==> src/rtl/csr_excp_ctrl_pkg.sv <==
// Shared definitions for the commit-side CSR / exception controller:
// CSR indices, exception codes, request opcodes and the FSM encoding.
package csr_excp_ctrl_pkg;

  localparam int EXCP_W_DEF = 5;

  // Bit positions inside in_excp_vec
  localparam int EXCP_BIT_ADEF = 0;
  localparam int EXCP_BIT_INE  = 1;
  localparam int EXCP_BIT_SYS  = 2;
  localparam int EXCP_BIT_BRK  = 3;
  localparam int EXCP_BIT_ALE  = 4;

  // Exception codes reported in ESTAT.Ecode
  localparam logic [5:0] ECODE_ADEF = 6'h08;
  localparam logic [5:0] ECODE_INE  = 6'h0D;
  localparam logic [5:0] ECODE_SYS  = 6'h0B;
  localparam logic [5:0] ECODE_BRK  = 6'h0C;
  localparam logic [5:0] ECODE_ALE  = 6'h09;

  // CSR register indices
  localparam logic [13:0] CSR_CRMD   = 14'h000;
  localparam logic [13:0] CSR_PRMD   = 14'h001;
  localparam logic [13:0] CSR_ESTAT  = 14'h005;
  localparam logic [13:0] CSR_ERA    = 14'h006;
  localparam logic [13:0] CSR_EENTRY = 14'h00C;
  localparam logic [13:0] CSR_SAVE0  = 14'h030;
  localparam logic [13:0] CSR_SAVE1  = 14'h031;
  localparam logic [13:0] CSR_SAVE2  = 14'h032;
  localparam logic [13:0] CSR_SAVE3  = 14'h033;

  typedef enum logic [2:0] {
    OP_NONE    = 3'd0,
    OP_CSRRD   = 3'd1,
    OP_CSRWR   = 3'd2,
    OP_CSRXCHG = 3'd3,
    OP_ERTN    = 3'd4
  } op_e;

  typedef enum logic [2:0] {
    ST_IDLE   = 3'd0,
    ST_CSR_RD = 3'd1,
    ST_CSR_WR = 3'd2,
    ST_EXCP   = 3'd3,
    ST_ERTN   = 3'd4
  } state_e;

  typedef struct packed {
    logic [5:0] ecode;
    logic [2:0] esubcode;
  } excp_code_t;

  // Ecode for a given exception-vector bit position
  function automatic logic [5:0] ecode_of(input int idx);
    logic [5:0] code;
    case (idx)
      EXCP_BIT_ADEF: code = ECODE_ADEF;
      EXCP_BIT_INE:  code = ECODE_INE;
      EXCP_BIT_SYS:  code = ECODE_SYS;
      EXCP_BIT_BRK:  code = ECODE_BRK;
      EXCP_BIT_ALE:  code = ECODE_ALE;
      default:       code = 6'h00;
    endcase
    return code;
  endfunction

  function automatic logic is_csr_op(input logic [2:0] op);
    return (op == OP_CSRRD) || (op == OP_CSRWR) || (op == OP_CSRXCHG);
  endfunction

endpackage

==> src/rtl/csr_excp_ctrl_prio.sv <==
// Combinational priority encoder: exception vector -> {ecode, esubcode}.
// Lower bit index has higher priority (ADEF > INE > SYS > BRK > ALE).
module csr_excp_prio
  import csr_excp_ctrl_pkg::*;
#(
  parameter int EXCP_W = EXCP_W_DEF
) (
  input  logic [EXCP_W-1:0] excp_vec_i,
  output excp_code_t        code_o
);

  // Scan from lowest priority upward so the highest-priority set bit wins
  always_comb begin
    code_o.ecode    = 6'h00;
    code_o.esubcode = 3'd0;
    for (int i = EXCP_W - 1; i >= 0; i--) begin
      if (excp_vec_i[i]) begin
        code_o.ecode = ecode_of(i);
      end
    end
  end

endmodule

==> src/rtl/csr_excp_ctrl.sv <==
// Commit-side initiator for the CSR register file. Sequences csrrd /
// csrwr / csrxchg, exception entry and ertn, returns the old CSR value to
// the GPR write port and a redirect PC to fetch.
// Optional feature: define CSR_EXCP_CNT_EN to add the excp_cnt output.
//
// Handshake: a request transfers on a rising clock edge where
// in_valid && in_ready; in_ready is high only in IDLE, all request fields
// are captured at that edge and the upstream may change them afterwards.
module csr_excp_ctrl
  import csr_excp_ctrl_pkg::*;
#(
  parameter int EXCP_W = EXCP_W_DEF
) (
  input  logic              clk,
  input  logic              reset,
  input  logic              in_valid,
  output logic              in_ready,
  input  logic [2:0]        in_op,
  input  logic [31:0]       in_pc,
  input  logic [13:0]       in_csr_num,
  input  logic [31:0]       in_rd_val,
  input  logic [31:0]       in_rj_val,
  input  logic [4:0]        in_rd,
  input  logic [EXCP_W-1:0] in_excp_vec,
  output logic              csr_we,
  output logic [13:0]       csr_num,
  output logic [31:0]       csr_wdata,
  input  logic [31:0]       csr_rdata,
  output logic              excp_flush,
  output logic              ertn_flush,
  output logic [5:0]        ecode,
  output logic [2:0]        esubcode,
  output logic [31:0]       epc,
  input  logic [31:0]       era,
  input  logic [31:0]       eentry,
  output logic              wb_valid,
  output logic [4:0]        wb_rd,
  output logic [31:0]       wb_data,
  output logic              flush_valid,
  output logic [31:0]       flush_pc,
`ifdef CSR_EXCP_CNT_EN
  output logic [31:0]       excp_cnt,
`endif
  output logic [2:0]        dbg_state
);

  state_e     state_q, state_d;
  op_e        op_q;
  logic [31:0] pc_q;
  logic [13:0] num_q;
  logic [31:0] rd_val_q;
  logic [31:0] rj_val_q;
  logic [4:0]  rd_q;
  logic [31:0] old_q;
  excp_code_t  code_q;
  excp_code_t  prio_code;
  logic        accept;
  logic        has_excp;

  assign accept   = in_valid && in_ready;
  assign has_excp = |in_excp_vec;

  csr_excp_prio #(
    .EXCP_W (EXCP_W)
  ) u_prio (
    .excp_vec_i (in_excp_vec),
    .code_o     (prio_code)
  );

  // FSM state register
  always_ff @(posedge clk or posedge reset) begin
    if (reset) begin
      state_q <= ST_IDLE;
    end else begin
      state_q <= state_d;
    end
  end

  // FSM next-state: exceptions override whatever op came with them
  always_comb begin
    state_d = state_q;
    case (state_q)
      ST_IDLE: begin
        if (accept) begin
          if (has_excp) begin
            state_d = ST_EXCP;
          end else if (in_op == OP_ERTN) begin
            state_d = ST_ERTN;
          end else if (is_csr_op(in_op)) begin
            state_d = ST_CSR_RD;
          end
        end
      end
      ST_CSR_RD: state_d = ST_CSR_WR;
      ST_CSR_WR: state_d = ST_IDLE;
      ST_EXCP:   state_d = ST_IDLE;
      ST_ERTN:   state_d = ST_IDLE;
      default:   state_d = ST_IDLE;
    endcase
  end

  // Request latch; csr_num / ecode only move for the request that uses them
  // so they keep their last meaningful value while idle
  always_ff @(posedge clk or posedge reset) begin
    if (reset) begin
      op_q     <= OP_NONE;
      pc_q     <= 32'd0;
      num_q    <= 14'd0;
      rd_val_q <= 32'd0;
      rj_val_q <= 32'd0;
      rd_q     <= 5'd0;
      code_q   <= '0;
      old_q    <= 32'd0;
    end else begin
      if (accept) begin
        op_q     <= op_e'(in_op);
        pc_q     <= in_pc;
        rd_val_q <= in_rd_val;
        rj_val_q <= in_rj_val;
        rd_q     <= in_rd;
        if (has_excp) begin
          code_q <= prio_code;
        end else if (is_csr_op(in_op)) begin
          num_q <= in_csr_num;
        end
      end
      if (state_q == ST_CSR_RD) begin
        old_q <= csr_rdata;
      end
    end
  end

  // FSM outputs: every strobe is a single-cycle pulse tied to one state
  always_comb begin
    in_ready    = 1'b0;
    csr_we      = 1'b0;
    csr_wdata   = 32'd0;
    excp_flush  = 1'b0;
    ertn_flush  = 1'b0;
    epc         = 32'd0;
    wb_valid    = 1'b0;
    wb_rd       = 5'd0;
    wb_data     = 32'd0;
    flush_valid = 1'b0;
    flush_pc    = 32'd0;
    case (state_q)
      ST_IDLE: in_ready = 1'b1;
      ST_CSR_WR: begin
        wb_valid = 1'b1;
        wb_rd    = rd_q;
        wb_data  = old_q;
        if (op_q == OP_CSRWR) begin
          csr_we    = 1'b1;
          csr_wdata = rd_val_q;
        end else if (op_q == OP_CSRXCHG) begin
          csr_we    = 1'b1;
          csr_wdata = (old_q & ~rj_val_q) | (rd_val_q & rj_val_q);
        end
      end
      ST_EXCP: begin
        excp_flush  = 1'b1;
        epc         = pc_q;
        flush_valid = 1'b1;
        flush_pc    = eentry;
      end
      ST_ERTN: begin
        ertn_flush  = 1'b1;
        flush_valid = 1'b1;
        flush_pc    = era;
      end
      default: ;
    endcase
  end

  assign csr_num   = num_q;
  assign ecode     = code_q.ecode;
  assign esubcode  = code_q.esubcode;
  assign dbg_state = state_q;

`ifdef CSR_EXCP_CNT_EN
  logic [31:0] excp_cnt_q;

  // Exception commit counter, wraps naturally at 2^32
  always_ff @(posedge clk or posedge reset) begin
    if (reset) begin
      excp_cnt_q <= 32'd0;
    end else if (excp_flush) begin
      excp_cnt_q <= excp_cnt_q + 32'd1;
    end
  end

  assign excp_cnt = excp_cnt_q;
`endif

endmodule

==> config.mk <==
export PLATFORM = sky130hd
export DESIGN_NAME = csr_excp_ctrl
export DESIGN_NICKNAME = d
export VERILOG_FILES = /design/src/rtl/csr_excp_ctrl_pkg.sv /design/src/rtl/csr_excp_ctrl_prio.sv /design/src/rtl/csr_excp_ctrl.sv
export SDC_FILE = /design/constraint.sdc
export NUM_CORES = 1
export LEC_CHECK = 0
export CELL_PAD_IN_SITES_DETAIL_PLACEMENT = 1
export CELL_PAD_IN_SITES_GLOBAL_PLACEMENT = 2
export CORE_MARGIN = 4
export CORE_UTILIZATION = 20
export CTS_BUF_LIST = sky130_fd_sc_hd__clkbuf_16
export CTS_CLUSTER_DIAMETER = 150
export DETAILED_ROUTE_END_ITERATION = 16
export PLACE_DENSITY = 0.86
export SYNTH_ARGS = -nofsm -noshare
export SYNTH_HDL_FRONTEND = slang
export SYNTH_SLANG_ARGS = --single-unit
==> constraint.sdc <==
create_clock -name clk -period 5.5 [get_ports clk]
set_input_delay 1.65 -clock clk [delete_from_list [all_inputs] [get_ports clk]]
set_output_delay 1.65 -clock clk [all_outputs]
set_load 0.01 [all_outputs]
==> impl_metrics.ini, run 1 <==
[grt]
grt_usage = 0.149
grt_pass1_wl_um = 47000
grt_antenna_before_repair = 4
grt_overflow = 0
grt_max_degree = 83
grt_pass1_vias = 7594

[sta]
hold_viol_final = 0
setup_viol = 0
clock_skew_ps = 7.29
whs_ps = 465
worst_pin_slew_ps = 927
maxSlewViolCount = 0
post-route-period-util = 0.840
rsz0062_at_grt = no
fin_crit_ps = 4620
maxSlewHeadroom = 0.382
tns_ps = 0
fmax_ghz = 0.216

[setup_path]
crit_type = flip-flop to primary output
path_max_fanout = 48
cp-start-kind = flip-flop
cp.arrival_ps = 2970
crit_required_ps = 3850
ff2ff_setup_slack_ps = 3030
regToRegEndpoint = csr_num[10]
rr_worst_depth = 4
endpoint_kind = primary output
r2r_start = dbg_state[1]

[floorplan]
initial_core_util = 0.204
fp.dieArea_um2 = 40600
die_x_um = 202
coreArea_um2 = 36800
rows = 70
io-pin-count = 387
fp.dieH_um = 202

[drt]
drtPass1Iterations = 4
wirelength_um = 30600
viasPerCell = 4.22
drc_errors = 0
via_count = 6947
avgRoutedWirePerCell_um = 18.6
drtIter0Drc = 194
postRouteAntennaNets = 0

[min_path]
whs_endpoint = pc_q[20]
hp-class = flip-flop to flip-flop
min_path_cells = 2
min-delay-start = pc_q[20]

[clocking]
path_clk_slew_ps = 60
cts_buffers = 17
cts_resized = 0
worstSkewPairLatency_ps = 440
clkSinkCount = 157
cts_htree_levels = 4
cts_tree = yes
post_cts_buffers = 0
holdBufCountCts = 0
cts_buffer_depth = 2
cts_root_buffer = clkbuf_16

[power]
p_seq_frac = 0.381
peakVddDrop_v = 0.000222
combPwrFrac = 0.407
pwr-share-clk = 0.212
netSwitchingFraction = 0.356
p_switching_mw = 1.87
p_int_mw = 3.38
leakagePower_nw = 5.49
total_power_mw = 5.25
power_density_nw_per_um2 = 426

[synthesis]
synth.area.top_cells = dfrtp_1 (52%), nand2_1 (16%), and2_1 (5.8%), mux2_2 (5.6%), mux2i_1 (4.3%)
synthAdderAreaFrac = 0
synthCells = 800
ys_ff_latch = 157
yosys.area.top_type_share = 0.525
synth.cell_area_um2 = 7490
ys_seq_area_frac = 0.525
synth_top_family_by_area = simple AND/OR/NAND/NOR gates
yosys.cell_types.count = 35
synth_xor_xnor_area_share = 0
synth-compound-area-share = 0.0433
yosysTopAreaCell = dfrtp_1
synthMuxAreaShare = 0.118
synth.avg_cell_area_um2 = 9.36
synth_warnings = 0
synthSimpleGateAreaFrac = 0.278

[finish]
layout-drive-gt1-share = 0.0816
area_delta_synth_final_pct = 64.7
finalNonFillerCells = 1645
nets = 1385
fin_area_um2 = 12300

[placement]
globalplace.congestion = 0.748
hpwl_um = 22600
dpl_cell_area_um2 = 11800
dp.cells = 1612
port_buffers = 381

[outcome]
status = finished clean

[run]
maxCapViolCount = 0
==> routing by layer <==
| layer | vias up | share of wire | track usage |
|---|---|---|---|
| met1 | 3382 | 0.39 | 0.165 |
| met5 | - | 0.00075 | 0 |
| li1 | 3267 | - | - |
| met3 | 30 | 0.074 | 0.0522 |
| met2 | 264 | 0.52 | 0.269 |
| met4 | 4 | 0.020 | 0.0439 |
==> state kept, by name, summed over array words and instances, names as in the netlist <==
name,cells
old_q,32
csr_num,14
op_q,3
ecode,4
rd_val_q,32
rj_val_q,32
dbg_state,3
pc_q,32
rd_q,5
==> critical path, stage by stage (launching register included) <==
cell and delay (ps):
dfrtp_1 580, and3b_2 840, buf_4 360, and2_1 160, clkdlybuf4s50_1 560
==> worst max path at each step <==
| stage | startpoint | to | slack (ps) |
|---|---|---|---|
| 4_1_cts | dbg_state[1] | epc[3] | 820 |
| 3_5_place_dp | era[1] | flush_pc[1] | 950 |
| 5_1_grt | dbg_state[1] | epc[6] | 650 |
| 6_report | dbg_state[0] | epc[3] | 880 |
| 2_1_floorplan | reset | csr_num[0] | 1860 |
| 3_3_place_gp | era[1] | flush_pc[1] | 960 |
==> cell usage after synthesis <==
cell type,instances
a21o_1,1
a21oi_1,3
a22o_1,32
and2_1,69
and3b_1,1
and4_1,1
buf_1,3
buf_2,5
buf_4,5
buf_6,3
clkbuf_1,38
clkbuf_2,1
conb_1,1
dfrtp_1,157
inv_1,3
mux2_1,1
mux2_2,37
mux2_4,9
mux2i_1,32
nand2_1,312
nand2b_1,11
nand3b_1,1
nor2_1,36
nor2b_1,24
nor3_1,2
nor3b_1,3
nor4_4,1
nor4b_1,1
nor4b_2,1
o21ai_0,1
o21bai_1,1
o22a_1,1
or2_2,1
or4_1,1
or4b_1,1
==> final cells by class <==
class                           instances  area, um2
Clock inverter                         15        110
Timing Repair Buffer                  395       3930
Clock buffer                           17        425
Fill cell                            4217      24400
Antenna cell                            1       2.50
Tap cell                              468        586
Sequential cell                       157       3930
Inverter                                3       15.0
Multi-Input combinational cell        589       3340
==> cells by family after synthesis <==
| kind of cell | Yosys count |
|---|---|
| other | 1 |
| muxes | 79 |
| buffers and inverters | 58 |
| and+or+nand+nor | 466 |
| AOI/OAI and AO/OA | 39 |
| DFF | 157 |
==> power groups by stage <==
stage          logic [mW]  registers (mW)  clock network [mW]
3_5_place_dp         2.19            2.03                   0
6_report             2.14            2.00                1.11
2_1_floorplan        1.26            1.90                   0
3_3_place_gp         2.15            2.00                   0
5_1_grt              2.38            2.09                1.22
4_1_cts              2.21            2.01                1.17
==> metrics by stage <==
stage | util | worst slack, ps
final | 0.335 | 880
after floorplan | - | 1860
after global placement | 0.321 | 957
after detailed placement | 0.321 | 950
after CTS | 0.335 | 821
after global routing | 0.335 | 654
==> placed cells by master (no fill, tap or decap), drive strengths merged, types with 3 or more instances in the layout <==
cell,Yosys,routed
nor3b,3,3
mux2,47,47
nor2,36,36
clkdlybuf4s50,0,381
clkinv,0,6
dfrtp,157,157
nand2,312,312
and2,69,69
mux2i,32,32
nand2b,11,11
clkinvlp,0,6
inv,3,5
buf,16,14
a22o,32,32
clkbuf,39,17
nor2b,24,24
conb,1,5
a21oi,3,3
No activity file was read; power rests on OpenSTA's default activity.
==> run 2, diff against run 1 <==
clock period = 3.9 ns   (was 5.5 ns; I/O delays follow)
==> run 2 against run 1 <==
  * Flip-flop and latch count unchanged
  * Wire length increased by 1.6%
  * Final cell count increased by 0.18%
  * Non-clock buffer count increased by 4
  * Via count about the same
  * Highest routed layer unchanged
==> impl_metrics.ini, run 2 (synthesis gave the netlist of run 1 again) <==
[sta]
clock_skew_ps = 7.36
maxSlewHeadroom = 0.424
fmax_ghz = 0.277
rsz0062_at_grt = no
tns_ps = 0
maxSlewViolCount = 0
post-route-period-util = 0.925
worst_pin_slew_ps = 861
fin_crit_ps = 3610
setup_viol = 0
hold_viol_final = 0

[drt]
avgRoutedWirePerCell_um = 18.9
drc_errors = 0
viasPerCell = 4.21
drtIter0Drc = 238
postRouteAntennaNets = 0
via_count = 6942
wirelength_um = 31100
drtPass1Iterations = 4

[clocking]
worstSkewPairLatency_ps = 430
cts_buffers = 17
post_cts_buffers = 0
cts_root_buffer = clkbuf_16
cts_buffer_depth = 2
cts_htree_levels = 4
cts_tree = yes
clkSinkCount = 157
cts_resized = 1
holdBufCountCts = 0
path_clk_slew_ps = 70

[placement]
globalplace.congestion = 0.763
dpl_cell_area_um2 = 11900
port_buffers = 381
dp.cells = 1616
hpwl_um = 22900

[power]
peakVddDrop_v = 0.000337
power_density_nw_per_um2 = 616
leakagePower_nw = 5.57
total_power_mw = 7.71

[grt]
grt_overflow = 0
grt_max_degree = 84
grt_pass1_vias = 7527
grt_usage = 0.151
grt_antenna_before_repair = 3
grt_pass1_wl_um = 47300

[setup_path]
cp-start-kind = flip-flop
endpoint_kind = primary output
crit_type = flip-flop to primary output
path_max_fanout = 27
rr_worst_depth = 5
crit_required_ps = 2730
cp.arrival_ps = 2440

[finish]
final_cell_mix = clkdlybuf4s50_1 (380), nand2_1 (312), dfrtp_1 (156), and2_1 (69), mux2_2 (37)
antenna_cells = 0
fin_area_um2 = 12500
nets = 1389
layout-drive-gt1-share = 0.0890
finalNonFillerCells = 1648
final_common_cell = clkdlybuf4s50_1
fin_util = 0.340
area_delta_synth_final_pct = 67.1

[floorplan]
coreArea_um2 = 36800
initial_core_util = 0.204
fp.dieArea_um2 = 40600
rows = 70
fp.dieH_um = 202
io-pin-count = 387
die_x_um = 202

[min_path]
hp-class = flip-flop to flip-flop
min_path_cells = 2

[run]
maxCapViolCount = 0

[outcome]
status = finished clean
run 2: path summary, 6_finish.rpt:
path	start	endpoint	slack, ps
min in group asynchronous	reset	old_q[11]	1220
worst max-delay path	dbg_state[0]	flush_pc[24]	290
worst max register to register	dbg_state[0]	rd_val_q[18]	1540
worst min-delay path	pc_q[18]	pc_q[18]	470
max in group asynchronous	reset	old_q[31]	2230
worst min register to register	pc_q[18]	pc_q[18]	470
run 2: where the power goes:
part	switching (mW)	internal [mW]
Combinational	1.51	1.59
Sequential	0.449	2.35
Clock	0.732	1.07
Total	2.69	5.02
run 2: worst max-delay path, cell delays in order (launching register included):
cell,delay [ps]
dfrtp_1,580
and3b_4,490
buf_4,240
a22o_1,140
clkdlybuf4s50_1,550
run 2: per-layer routing:
metal	GRT usage	up-vias	share of wire
li1	-	3270	-
met1	0.165	3392	0.39
met2	0.277	256	0.52
met3	0.0546	20	0.075
met4	0.0369	4	0.013
met5	0	-	0.00087
run 2: metrics by stage:
stage          setup WS (ps)  hold WS, ps
6_report                 292          467
5_1_grt                  101          495
4_1_cts                 53.1          471
3_5_place_dp             318          454
3_3_place_gp             319          449
2_1_floorplan            743          437
run 2: layout make-up:
class | instances | area (um2)
fillers | 4220 | 24300
flip-flops and latches | 157 | 3930
repair buffers | 399 | 4030
multi-input cells | 589 | 3340
clock buffers | 17 | 425
clock inverters | 15 | 194
inverters | 3 | 15.0
well taps | 468 | 586
==> run 3, diff against run 2 <==
CORE_MARGIN = 5   (was 4)
==> run 3 against run 2 <==
  * Register-to-register slack improved by 80 ps
  * Combinational power about the same
  * Maximum frequency decreased by 3.1%
  * Critical path depth decreased by 1
  * Sequential share of layout area decreased by 0.12 points
  * Wire length increased by 2.2%
  * Global-route usage decreased by 0.076 points
  * Clock skew about the same
  * Critical path type is now input port to primary output
==> impl_metrics.ini, run 3 (synthesis gave the netlist of run 1 again) <==
[finish]
fin_area_um2 = 12600
final_common_cell = clkdlybuf4s50_1
fin_util = 0.341
nets = 1389
finalNonFillerCells = 1650
area_delta_synth_final_pct = 67.7
final_cell_mix = clkdlybuf4s50_1 (380), nand2_1 (312), dfrtp_1 (156), and2_1 (69), mux2_2 (37)
layout-drive-gt1-share = 0.0856

[sta]
setup_viol = 0
final.setup.worst_slack_ps = 176
maxSlewViolCount = 0
maxSlewHeadroom = 0.612
clock_skew_ps = 7.46
fmax_ghz = 0.269
tns_ps = 0
fin_crit_ps = 3720
whs_ps = 464
worst_pin_slew_ps = 582
rsz0062_at_grt = no
hold_viol_final = 0
post-route-period-util = 0.955

[floorplan]
die_x_um = 204
initial_core_util = 0.204
rows = 70
io-pin-count = 387
fp.dieArea_um2 = 41400
coreArea_um2 = 36800
fp.dieH_um = 204

[clocking]
worstSkewPairLatency_ps = 440
clkSinkCount = 157
cts_buffer_depth = 2
cts_root_buffer = clkbuf_16
cts_htree_levels = 4
cts_buffers = 17
path_clk_slew_ps = 60
holdBufCountCts = 0
post_cts_buffers = 0
cts_tree = yes

[drt]
viasPerCell = 4.24
wirelength_um = 31800
via_count = 6998
drc_errors = 0
postRouteAntennaNets = 0
drtIter0Drc = 209
avgRoutedWirePerCell_um = 19.2
drtPass1Iterations = 4

[setup_path]
rr_worst_depth = 5
cp.arrival_ps = 2550
crit_required_ps = 2730
cp-start-kind = input port
crit_type = input port to primary output
ff2ff_setup_slack_ps = 1620
endpoint_kind = primary output
path_max_fanout = 1
r2r_start = dbg_state[0]
regToRegEndpoint = csr_num[10]

[min_path]
min_path_cells = 2
whs_endpoint = pc_q[1]
hp-class = flip-flop to flip-flop
min-delay-start = pc_q[1]

[grt]
grt_pass1_vias = 7634
grt_pass1_wl_um = 47200
grt_antenna_before_repair = 7
grt_overflow = 0
grt_usage = 0.150
grt_max_degree = 101

[power]
netSwitchingFraction = 0.342
power_density_nw_per_um2 = 622
total_power_mw = 7.82
p_int_mw = 5.14
combPwrFrac = 0.399
peakVddDrop_v = 0.000323
leakagePower_nw = 5.61
pwr-share-clk = 0.243
p_switching_mw = 2.67
p_seq_frac = 0.358

[placement]
place_ws_ps = 138
dp.cells = 1616
port_buffers = 381
hpwl_um = 23500
globalplace.congestion = 0.729
dpl_cell_area_um2 = 11900

[run]
maxCapViolCount = 0

[outcome]
status = finished clean
## run 3: cell count changes in the layout (fill, tap and decap cells not counted)
cell / previous run / this run
clkinv_2: 3 / 0
buf_6: 1 / 0
diode_2: 0 / 2
and3b_2: 0 / 1
clkinvlp_4: 2 / 1
and3b_4: 1 / 0
buf_12: 6 / 7
inv_6: 3 / 1
inv_1: 2 / 6
bufinv_16: 4 / 6
## run 3: metal layers
metal	global-route usage	wire (um)	up-vias
li1	-	-	3275
met1	0.152	11700	3430
met2	0.285	16800	260
met3	0.0588	2710	27
met4	0.0407	474	6
met5	0	46	-
## run 3: how the worst max path moves through the flow
stage                 startpoint            end  depth (start not counted)
floorplan                  reset     csr_num[0]                          1
global placement         era[26]   flush_pc[26]                          3
detailed placement       era[26]   flush_pc[26]                          3
CTS                 dbg_state[1]    wb_data[28]                          4
global route        dbg_state[1]  csr_wdata[28]                          5
finish                   era[26]   flush_pc[26]                          3
## run 3: layout make-up
type	count	area [um2]
Sequential cell	157	3930
Tap cell	468	586
Multi-Input combinational cell	589	3340
Clock buffer	17	425
Antenna cell	2	5.00
Fill cell	4215	24200
Clock inverter	15	229
Inverter	3	15.0
Timing Repair Buffer	399	4030
## run 3: power by group through the flow
| stage | Combinational, mW | Sequential, mW | Clock [mW] |
|---|---|---|---|
| 4_1_cts | 3.22 | 2.81 | 1.97 |
| 2_1_floorplan | 1.77 | 2.68 | 0 |
| 3_3_place_gp | 3.13 | 2.79 | 0 |
| 3_5_place_dp | 3.20 | 2.83 | 0 |
| 6_report | 3.12 | 2.80 | 1.90 |
| 5_1_grt | 3.47 | 2.90 | 2.02 |
## run 3: worst max-delay path, cell delays in order
cell and delay [ps]:
clkdlybuf4s50_1 560, a22o_1 250, clkdlybuf4s50_1 570
## run 3: what timing repair did
item                       4_1_cts  5_1_grt
setup endpoints to repair        0        6
gates resized for setup          0        1
hold endpoints to repair         0        0
